### src/rtl/alu_pkg.sv
// Shared ALU definitions: control codes and default datapath sizes.
package alu_pkg;

    localparam logic [3:0] AND = 4'b0000;
    localparam logic [3:0] OR  = 4'b0001;
    localparam logic [3:0] ADD = 4'b0010;
    localparam logic [3:0] SUB = 4'b0110;
    localparam logic [3:0] SLT = 4'b0111;
    localparam logic [3:0] NOR = 4'b1100;

    localparam int WIDTH_DEF = 32;
    localparam int RADDR_DEF = 5;

endpackage

### src/rtl/ex_operand_stage_fwd_mux.sv
// Operand forwarding select: the EX/MEM producer beats MEM/WB, and r0 is never forwarded.
module fwd_mux
    import alu_pkg::*;
#(
    parameter int WIDTH = WIDTH_DEF,
    parameter int RADDR = RADDR_DEF
) (
    input  logic [RADDR-1:0] src,
    input  logic [WIDTH-1:0] latched,
    input  logic             exmem_reg_write,
    input  logic [RADDR-1:0] exmem_rd,
    input  logic [WIDTH-1:0] exmem_result,
    input  logic             memwb_reg_write,
    input  logic [RADDR-1:0] memwb_rd,
    input  logic [WIDTH-1:0] memwb_result,
    output logic [WIDTH-1:0] fwd
);

    always_comb begin
        fwd = latched;
        if (src != '0) begin
            if (exmem_reg_write && (exmem_rd == src)) begin
                fwd = exmem_result;
            end else if (memwb_reg_write && (memwb_rd == src)) begin
                fwd = memwb_result;
            end
        end
    end

endmodule

### src/rtl/ex_operand_stage.sv
// ID/EX pipeline register with RAW forwarding onto the ALU operands; supports stall and flush.
module ex_operand_stage
    import alu_pkg::*;
#(
    parameter int WIDTH = WIDTH_DEF,
    parameter int RADDR = RADDR_DEF
) (
    input  logic             clk,
    input  logic             rst,
    input  logic             id_valid,
    input  logic [WIDTH-1:0] id_rs_data,
    input  logic [WIDTH-1:0] id_rt_data,
    input  logic [WIDTH-1:0] id_imm,
    input  logic             id_alu_src,
    input  logic [3:0]       id_contr,
    input  logic [RADDR-1:0] id_rs,
    input  logic [RADDR-1:0] id_rt,
    input  logic [RADDR-1:0] id_rd,
    input  logic             id_reg_write,
    input  logic             exmem_reg_write,
    input  logic [RADDR-1:0] exmem_rd,
    input  logic [WIDTH-1:0] exmem_result,
    input  logic             memwb_reg_write,
    input  logic [RADDR-1:0] memwb_rd,
    input  logic [WIDTH-1:0] memwb_result,
    input  logic             stall,
    input  logic             flush,
    output logic             ex_valid,
    output logic [WIDTH-1:0] ex_a,
    output logic [WIDTH-1:0] ex_b,
    output logic [WIDTH-1:0] ex_rt_fwd,
    output logic [3:0]       ex_contr,
    output logic [RADDR-1:0] ex_rd,
    output logic             ex_reg_write
);

    logic             valid_q,     valid_d;
    logic [WIDTH-1:0] rs_val_q,    rs_val_d;
    logic [WIDTH-1:0] rt_val_q,    rt_val_d;
    logic [WIDTH-1:0] imm_q,       imm_d;
    logic             alu_src_q,   alu_src_d;
    logic [3:0]       contr_q,     contr_d;
    logic [RADDR-1:0] rs_q,        rs_d;
    logic [RADDR-1:0] rt_q,        rt_d;
    logic [RADDR-1:0] rd_q,        rd_d;
    logic             reg_write_q, reg_write_d;

    logic [WIDTH-1:0] fwd_rs;
    logic [WIDTH-1:0] fwd_rt;

    fwd_mux #(.WIDTH(WIDTH), .RADDR(RADDR)) u_fwd_rs (
        .src             (rs_q),
        .latched         (rs_val_q),
        .exmem_reg_write (exmem_reg_write),
        .exmem_rd        (exmem_rd),
        .exmem_result    (exmem_result),
        .memwb_reg_write (memwb_reg_write),
        .memwb_rd        (memwb_rd),
        .memwb_result    (memwb_result),
        .fwd             (fwd_rs)
    );

    fwd_mux #(.WIDTH(WIDTH), .RADDR(RADDR)) u_fwd_rt (
        .src             (rt_q),
        .latched         (rt_val_q),
        .exmem_reg_write (exmem_reg_write),
        .exmem_rd        (exmem_rd),
        .exmem_result    (exmem_result),
        .memwb_reg_write (memwb_reg_write),
        .memwb_rd        (memwb_rd),
        .memwb_result    (memwb_result),
        .fwd             (fwd_rt)
    );

    always_comb begin
        valid_d     = valid_q;
        rs_val_d    = rs_val_q;
        rt_val_d    = rt_val_q;
        imm_d       = imm_q;
        alu_src_d   = alu_src_q;
        contr_d     = contr_q;
        rs_d        = rs_q;
        rt_d        = rt_q;
        rd_d        = rd_q;
        reg_write_d = reg_write_q;
        if (flush) begin
            valid_d     = 1'b0;
            rs_val_d    = '0;
            rt_val_d    = '0;
            imm_d       = '0;
            alu_src_d   = 1'b0;
            contr_d     = AND;
            rs_d        = '0;
            rt_d        = '0;
            rd_d        = '0;
            reg_write_d = 1'b0;
        end else if (stall) begin
            // Re-capture forwarded values so a producer retiring mid-stall is not lost.
            rs_val_d = fwd_rs;
            rt_val_d = fwd_rt;
        end else begin
            valid_d     = id_valid;
            rs_val_d    = id_rs_data;
            rt_val_d    = id_rt_data;
            imm_d       = id_imm;
            alu_src_d   = id_alu_src;
            contr_d     = id_contr;
            rs_d        = id_rs;
            rt_d        = id_rt;
            rd_d        = id_rd;
            reg_write_d = id_reg_write & id_valid;
        end
    end

    always_ff @(posedge clk) begin
        if (rst) begin
            valid_q     <= 1'b0;
            rs_val_q    <= '0;
            rt_val_q    <= '0;
            imm_q       <= '0;
            alu_src_q   <= 1'b0;
            contr_q     <= AND;
            rs_q        <= '0;
            rt_q        <= '0;
            rd_q        <= '0;
            reg_write_q <= 1'b0;
        end else begin
            valid_q     <= valid_d;
            rs_val_q    <= rs_val_d;
            rt_val_q    <= rt_val_d;
            imm_q       <= imm_d;
            alu_src_q   <= alu_src_d;
            contr_q     <= contr_d;
            rs_q        <= rs_d;
            rt_q        <= rt_d;
            rd_q        <= rd_d;
            reg_write_q <= reg_write_d;
        end
    end

    assign ex_valid     = valid_q;
    assign ex_a         = fwd_rs;
    assign ex_rt_fwd    = fwd_rt;
    assign ex_b         = alu_src_q ? imm_q : fwd_rt;
    assign ex_contr     = contr_q;
    assign ex_rd        = rd_q;
    assign ex_reg_write = reg_write_q;

endmodule

### config.mk
export PLATFORM = sky130hd
export DESIGN_NAME = ex_operand_stage
export DESIGN_NICKNAME = d
export VERILOG_FILES = /design/src/rtl/alu_pkg.sv /design/src/rtl/ex_operand_stage_fwd_mux.sv /design/src/rtl/ex_operand_stage.sv
export SDC_FILE = /design/constraint.sdc
export NUM_CORES = 1
export LEC_CHECK = 0
export BUFFER_PORTS_ARGS = -buffer_cell sky130_fd_sc_hd__buf_2
export CAP_MARGIN = 0
export CORE_AREA = 2 2 118 120
export DETAILED_ROUTE_END_ITERATION = 8
export DIE_AREA = 0 0 120 122
export HOLD_SLACK_MARGIN = 0.02
export PLACE_DENSITY = 0.82
export SLEW_MARGIN = 20
export SYNTH_ARGS = -nofsm -noshare
export SYNTH_HDL_FRONTEND = slang
export SYNTH_SLANG_ARGS = --single-unit
### constraint.sdc
create_clock -name clk -period 3.2 [get_ports clk]
set_input_delay 0.32 -clock clk [delete_from_list [all_inputs] [get_ports clk]]
set_output_delay 0.32 -clock clk [all_outputs]
set_load 0.01 [all_outputs]
After elaboration in Yosys (flattened, before gate mapping)
Cells that the tools add are included.
Word-level totals
  bits in registers: 118
  latch bits: 0
  RAM bits: 0
  memory bits (read-only): 0
  input port bits: 198
  output and inout port bits: 107
  word-level logic and storage cells: 31
  memories kept: 0
Cells by class
  $add $sub $neg: 0
  $mul: 0
  divide/modulo/power cells: 0
  order comparisons: 0
  eq/ne operators: 4
  shifts and indexed selects: 0
  muxes and demuxes: 9
  bitwise operators: 1
  reduce and logical (&&, ||, !) cells: 7
Operators by type and width (count)
  $mux 32: 9
  $eq 5x5->1: 4
  $reduce_bool 5->1: 2
  $logic_and 1x1->1: 4
  $reduce_or 2->1: 1
  $and 1x1->1: 1

Longest topological paths before layout
  depth in word-level cells: 6
  gate-level depth with buffers: 8
  depth with buffers taken out: 6

Hierarchy
From an unflattened synthesis, not the netlist that was laid out.
Second synthesis, totals
  cells, all modules: 614
  area, all modules: 6394.9 µm²
By module, submodules not included
  ex_operand_stage: instances 1, cells each 418, area an instance 4550.6 µm², seq. area each 2362.3 µm²
  fwd_mux: instances 2, cells each 98, area an instance 922.1 µm², seq. area each 0.0 µm²

Worst setup path after synthesis
OpenSTA, ideal clock, no wires.
  path type: flip-flop to output port
  from: reg rt_q[0]
  to: out ex_b[10]
  arrival time: 1804 ps
  required time: 2880 ps
  path slack: 1076 ps
  stages on the path, launching flop included: 7
  buffers on the path: 1
  cell sequence: dfxtp_1 or4_1 nor2_1 a21o_1 buf_4 o2bb2ai_2 mux2_2
Between the ends
  longest elaborated chain between the ends: 6
  elaborated cells on any way between the ends: 9
  classes of those cells: eq/ne (2); mux (4); reduce/logical (3)
RTL lines
  start: declaration: line ex_operand_stage.sv:44  | logic [RADDR-1:0] rt_q, rt_d;
  start signal: assignment: line ex_operand_stage.sv:135  | rt_q <= rt_d;
  $eq 5x5->1: line ex_operand_stage_fwd_mux.sv:24  | end else if (memwb_reg_write && (memwb_rd == src)) begin
  $logic_and 1x1->1: line ex_operand_stage_fwd_mux.sv:24
  $mux 32: line ex_operand_stage_fwd_mux.sv:24
  $mux 32: line ex_operand_stage_fwd_mux.sv:22  | if (exmem_reg_write && (exmem_rd == src)) begin
  $mux 32 (*): line ex_operand_stage_fwd_mux.sv:21  | if (src != '0) begin
  via ex_rt_fwd[10]: line ex_operand_stage.sv:31  | output logic [WIDTH-1:0] ex_rt_fwd,
  $mux 32 (*): line ex_operand_stage.sv:144  | assign ex_b = alu_src_q ? imm_q : fwd_rt;
  end: declaration: line ex_operand_stage.sv:30  | output logic [WIDTH-1:0] ex_b,
The timed path passes the listed nets; every way through them passes the cells marked *.

Worst setup path in the final report
  from: reg rt_q[4]
  to: out ex_b[23]
Between the ends
  longest elaborated chain between the ends: 6
  elaborated cells on any way between the ends: 9
  classes of those cells: eq/ne (2); mux (4); reduce/logical (3)
RTL lines (line)
  $eq 5x5->1: ex_operand_stage_fwd_mux.sv:24
  $logic_and 1x1->1: ex_operand_stage_fwd_mux.sv:24
  $mux 32: ex_operand_stage_fwd_mux.sv:24
  $mux 32: ex_operand_stage_fwd_mux.sv:22
  $mux 32 (*): ex_operand_stage_fwd_mux.sv:21
  $mux 32 (*): ex_operand_stage.sv:144
Every way passes the cells marked *; elsewhere a longest branch is shown, timed or not.

==> flow_summary_export.csv <==
group,metric,value,unit
drt,detailroute.via_count,6535,
setup_path,worstPathArrival,2.65,ns
sta,number_of_hold_slack_violations_in_the_final_timing_report,0,
drt,detail_route.wl_per_cell,19.5,um
clock_network,postCtsHoldBufs,0,
placement,placed_cells_incl_taps,1122,
clock_network,post_cts.repair.setup_buffers,0,
layout,areaGrowthSynthToFinish,36.4,%
clock_network,insertion_delay,0.42,ns
clock_network,post_cts_resize_count,0,
sta,slew_headroom,53.8,%
sta,slew_viol_final,0,
placement,placed_area,0.00798,mm^2
sta,timing.final.setup_violations,0,
die,core_area,0.0135,mm^2
layout,fillers,1142,
grt,first_global_vias,6210,
setup_path,cp_data_required_time,2.88,ns
placement,detailedPlacementHpwl,16.4,mm
placement,place_congestion,0.953,
clock_network,cts.root.buffer_cell,"sky130_fd_sc_hd__clkbuf_16",
run_status,run_status,"complete, no violations",
setup_path,start_kind,"flop",
clock_network,cts_tree,"yes",
grt,gr-total-overflow,0,
grt,grt_use_met3,7.12,%
die,floorplan.die_area,0.0146,mm^2
drt,detail_route.drc_violations,0,
layout,final_cell_area,0.00862,mm^2
drt,drtIter0Drc,598,
drt,avg_vias_per_cell,5.65,
layout,final_nets,1159,
placement,io_buffers,304,
synthesis,synth_cells,689,
grt,met2_usage,45.8,%
grt,global_route.usage.total,30.1,%
clock_network,cts.sink_count,118,
sta,post-route-min-period,2.97,ns
setup_path,critPathMaxFanout,32,
synthesis,ys_ff_latch,118,
synthesis,netlist_area,0.00632,mm^2
sta,final_min_period_over_clock_period,92.8,%
pwr,leakagePower,4.22,nW
die,die_y,122,um
synthesis,post_synth.cell_area_avg,9.17,um^2
sta,totalNegativeSetupSlack,0,ns
synthesis,syn-num-nets,887,
sta,max_slew.worst_pin.slew,0.693,ns
pwr,irDropWorstVdd,0.372,mV
synthesis,yosysWarnings,0,
clock_network,cts.path.max_buffers,2,
drt,drt.antenna.violating_nets,0,
clock_network,clk_pin_slew_worst_setup_hold_paths,0.06,ns
grt,grt_antenna_before_repair,3,
sta,rsz0062_at_grt,"false",
synthesis,synth_sequential_area_ratio,37.4,%
die,floorplan.die.width,120,um
pwr,pwr_density_cell,481,mW/mm^2
die,floorplan.rows,43,
setup_path,criticalPathCategory,"flop to output pin",
clock_network,total_clock_buffers_created_by_cts,17,
die,start_util,46.8,%
sta,worst_clock_skew,0.0109,ns
sta,clock.fmax,337,MHz
setup_path,kind_of_end_point_of_the_critical_path,"output pin",
grt,grt.busiest_layer,"met2",
layout,fraction_of_layout_instances_using_a_drive_strength_above_1,43.8,%
synthesis,netlist-cell-type-count,32,
sta,timing.hold.ws,0.118,ns
grt,maximum_number_of_pins_on_one_net_before_global_route_repair,60,
clock_network,ctsHtreeMaxLevel,4,
grt,grt_use_met1,41.4,%
flow_run,max_cap_violations,0,
grt,grt_first_pass_wirelength,34.1,mm
drt,postRouteWirelength,22.5,mm
layout,stdcell_count,1157,
die,ports_placed_on_the_boundary,305,
worst_hold_path,hp-class,"input port to flop",
drt,iteration_count_of_the_initial_detailed_routing_pass,6,
==> sequential cells by signal, indices dropped and copies added, names as in the netlist <==
signal,flops
ex_contr,4
alu_src_q,1
rt_q,5
imm_q,32
rs_q,5
ex_rd,5
rs_val_q,32
ex_valid,1
ex_reg_write,1
rt_val_q,32
==> synthesized netlist by cell type <==
cell type,instances,share of area (%)
sky130_fd_sc_hd__dfxtp_1,118,37
sky130_fd_sc_hd__nor2_1,90,5.3
sky130_fd_sc_hd__mux2i_1,84,13
sky130_fd_sc_hd__nand2_1,64,3.8
sky130_fd_sc_hd__clkbuf_1,51,3.0
sky130_fd_sc_hd__nand4_1,33,3.3
sky130_fd_sc_hd__a22o_1,32,4.4
sky130_fd_sc_hd__a31oi_1,32,3.2
sky130_fd_sc_hd__a32oi_1,32,4.4
sky130_fd_sc_hd__mux2_2,32,5.7
sky130_fd_sc_hd__o21ai_0,32,2.5
sky130_fd_sc_hd__o2bb2ai_2,30,7.1
sky130_fd_sc_hd__xnor2_1,11,1.5
sky130_fd_sc_hd__xor2_1,9,1.2
sky130_fd_sc_hd__buf_1,7,0.42
sky130_fd_sc_hd__buf_2,7,0.55
sky130_fd_sc_hd__buf_4,3,0.36
sky130_fd_sc_hd__nand3_1,3,0.24
sky130_fd_sc_hd__nor3_1,3,0.24
sky130_fd_sc_hd__nor2b_1,2,0.20
sky130_fd_sc_hd__o2bb2ai_1,2,0.28
sky130_fd_sc_hd__or4_1,2,0.24
sky130_fd_sc_hd__a21o_1,1,0.12
sky130_fd_sc_hd__a21oi_1,1,0.079
sky130_fd_sc_hd__a22oi_1,1,0.12
sky130_fd_sc_hd__and2_1,1,0.099
sky130_fd_sc_hd__and4_1,1,0.14
sky130_fd_sc_hd__nand3_2,1,0.16
sky130_fd_sc_hd__nor4_2,1,0.20
sky130_fd_sc_hd__o22ai_1,1,0.099
sky130_fd_sc_hd__or2_1,1,0.099
sky130_fd_sc_hd__or2_2,1,0.099
==> layout by cell type (no fill, tap or decap), types with 4 or more instances in the layout <==
cell type	n
sky130_fd_sc_hd__a22o_1	32
sky130_fd_sc_hd__a31oi_1	32
sky130_fd_sc_hd__a32oi_1	32
sky130_fd_sc_hd__buf_2	303
sky130_fd_sc_hd__buf_4	16
sky130_fd_sc_hd__clkbuf_16	17
sky130_fd_sc_hd__clkinvlp_4	4
sky130_fd_sc_hd__dfxtp_1	118
sky130_fd_sc_hd__mux2_2	32
sky130_fd_sc_hd__mux2i_1	82
sky130_fd_sc_hd__nand2_1	64
sky130_fd_sc_hd__nand4_1	33
sky130_fd_sc_hd__nor2_1	87
sky130_fd_sc_hd__o21ai_0	32
sky130_fd_sc_hd__o2bb2ai_2	30
sky130_fd_sc_hd__xnor2_1	9
sky130_fd_sc_hd__xor2_1	9
==> power by group <==
| part | total, mW | internal, mW | switching [mW] |
|---|---|---|---|
| combinational | 0.605 | 0.263 | 0.342 |
| clock | 1.99 | 1.29 | 0.702 |
| sequential | 1.55 | 1.52 | 0.0265 |
| total | 4.15 | 3.08 | 1.07 |
==> worst max-delay path, stage by stage, from the launching register on <==
cell and delay (ns):
sky130_fd_sc_hd__dfxtp_1 0.46, sky130_fd_sc_hd__xor2_1 0.12, sky130_fd_sc_hd__nor4_2 0.33, sky130_fd_sc_hd__nand3_2 0.14
sky130_fd_sc_hd__buf_6 0.24, sky130_fd_sc_hd__mux2i_1 0.32, sky130_fd_sc_hd__o2bb2ai_2 0.15, sky130_fd_sc_hd__mux2_2 0.29
sky130_fd_sc_hd__buf_2 0.14
==> stage by stage <==
stage                     worst slack (ns)  util (%)  power (mW)
final                                0.231      63.8        4.15
after global routing                0.0242      63.8        4.29
after CTS                           0.0494      63.6        4.16
after detailed placement             0.509      59.1        2.18
after global placement               0.557      59.1        2.17
after floorplan                       1.08         -        1.90
==> layout make-up <==
class,count,area (um^2),share of cell area [%]
multi-input combinational,503,3740,43.4
clock buffer,22,474,5.50
tap,180,225,2.61
timing repair buffer,321,1670,19.3
antenna,3,7.51,0.0871
sequential,118,2360,27.4
clock inverter,10,143,1.65
==> metal layers <==
metal	wire, um	vias up	share of wire (%)
met3	1850	35	8.2
met1	9900	3062	44
met5	0	-	0
met4	414	0	1.8
met2	10400	325	46
li1	-	3113	-
==> kinds of logic after synthesis <==
kind of cell,synth area share (%)
compound gates,22.4
xor+xnor,2.77
buf+inv,4.35
flops,37.4
mux,19.0
simple gates,14.1
==> path summary, 6_finish.rpt <==
check	start	end	slack, ns	depth (start not counted)
setup / recovery	rt_q[4]	ex_b[23]	0.23	8
hold / removal	id_rt_data[2]	rt_val_q[2]	0.12	2
setup reg to reg	rs_q[0]	rs_val_q[21]	0.97	6
hold reg to reg	rs_val_q[31]	rs_val_q[31]	0.48	2
Note: power is estimated with default switching activity, not from simulation.
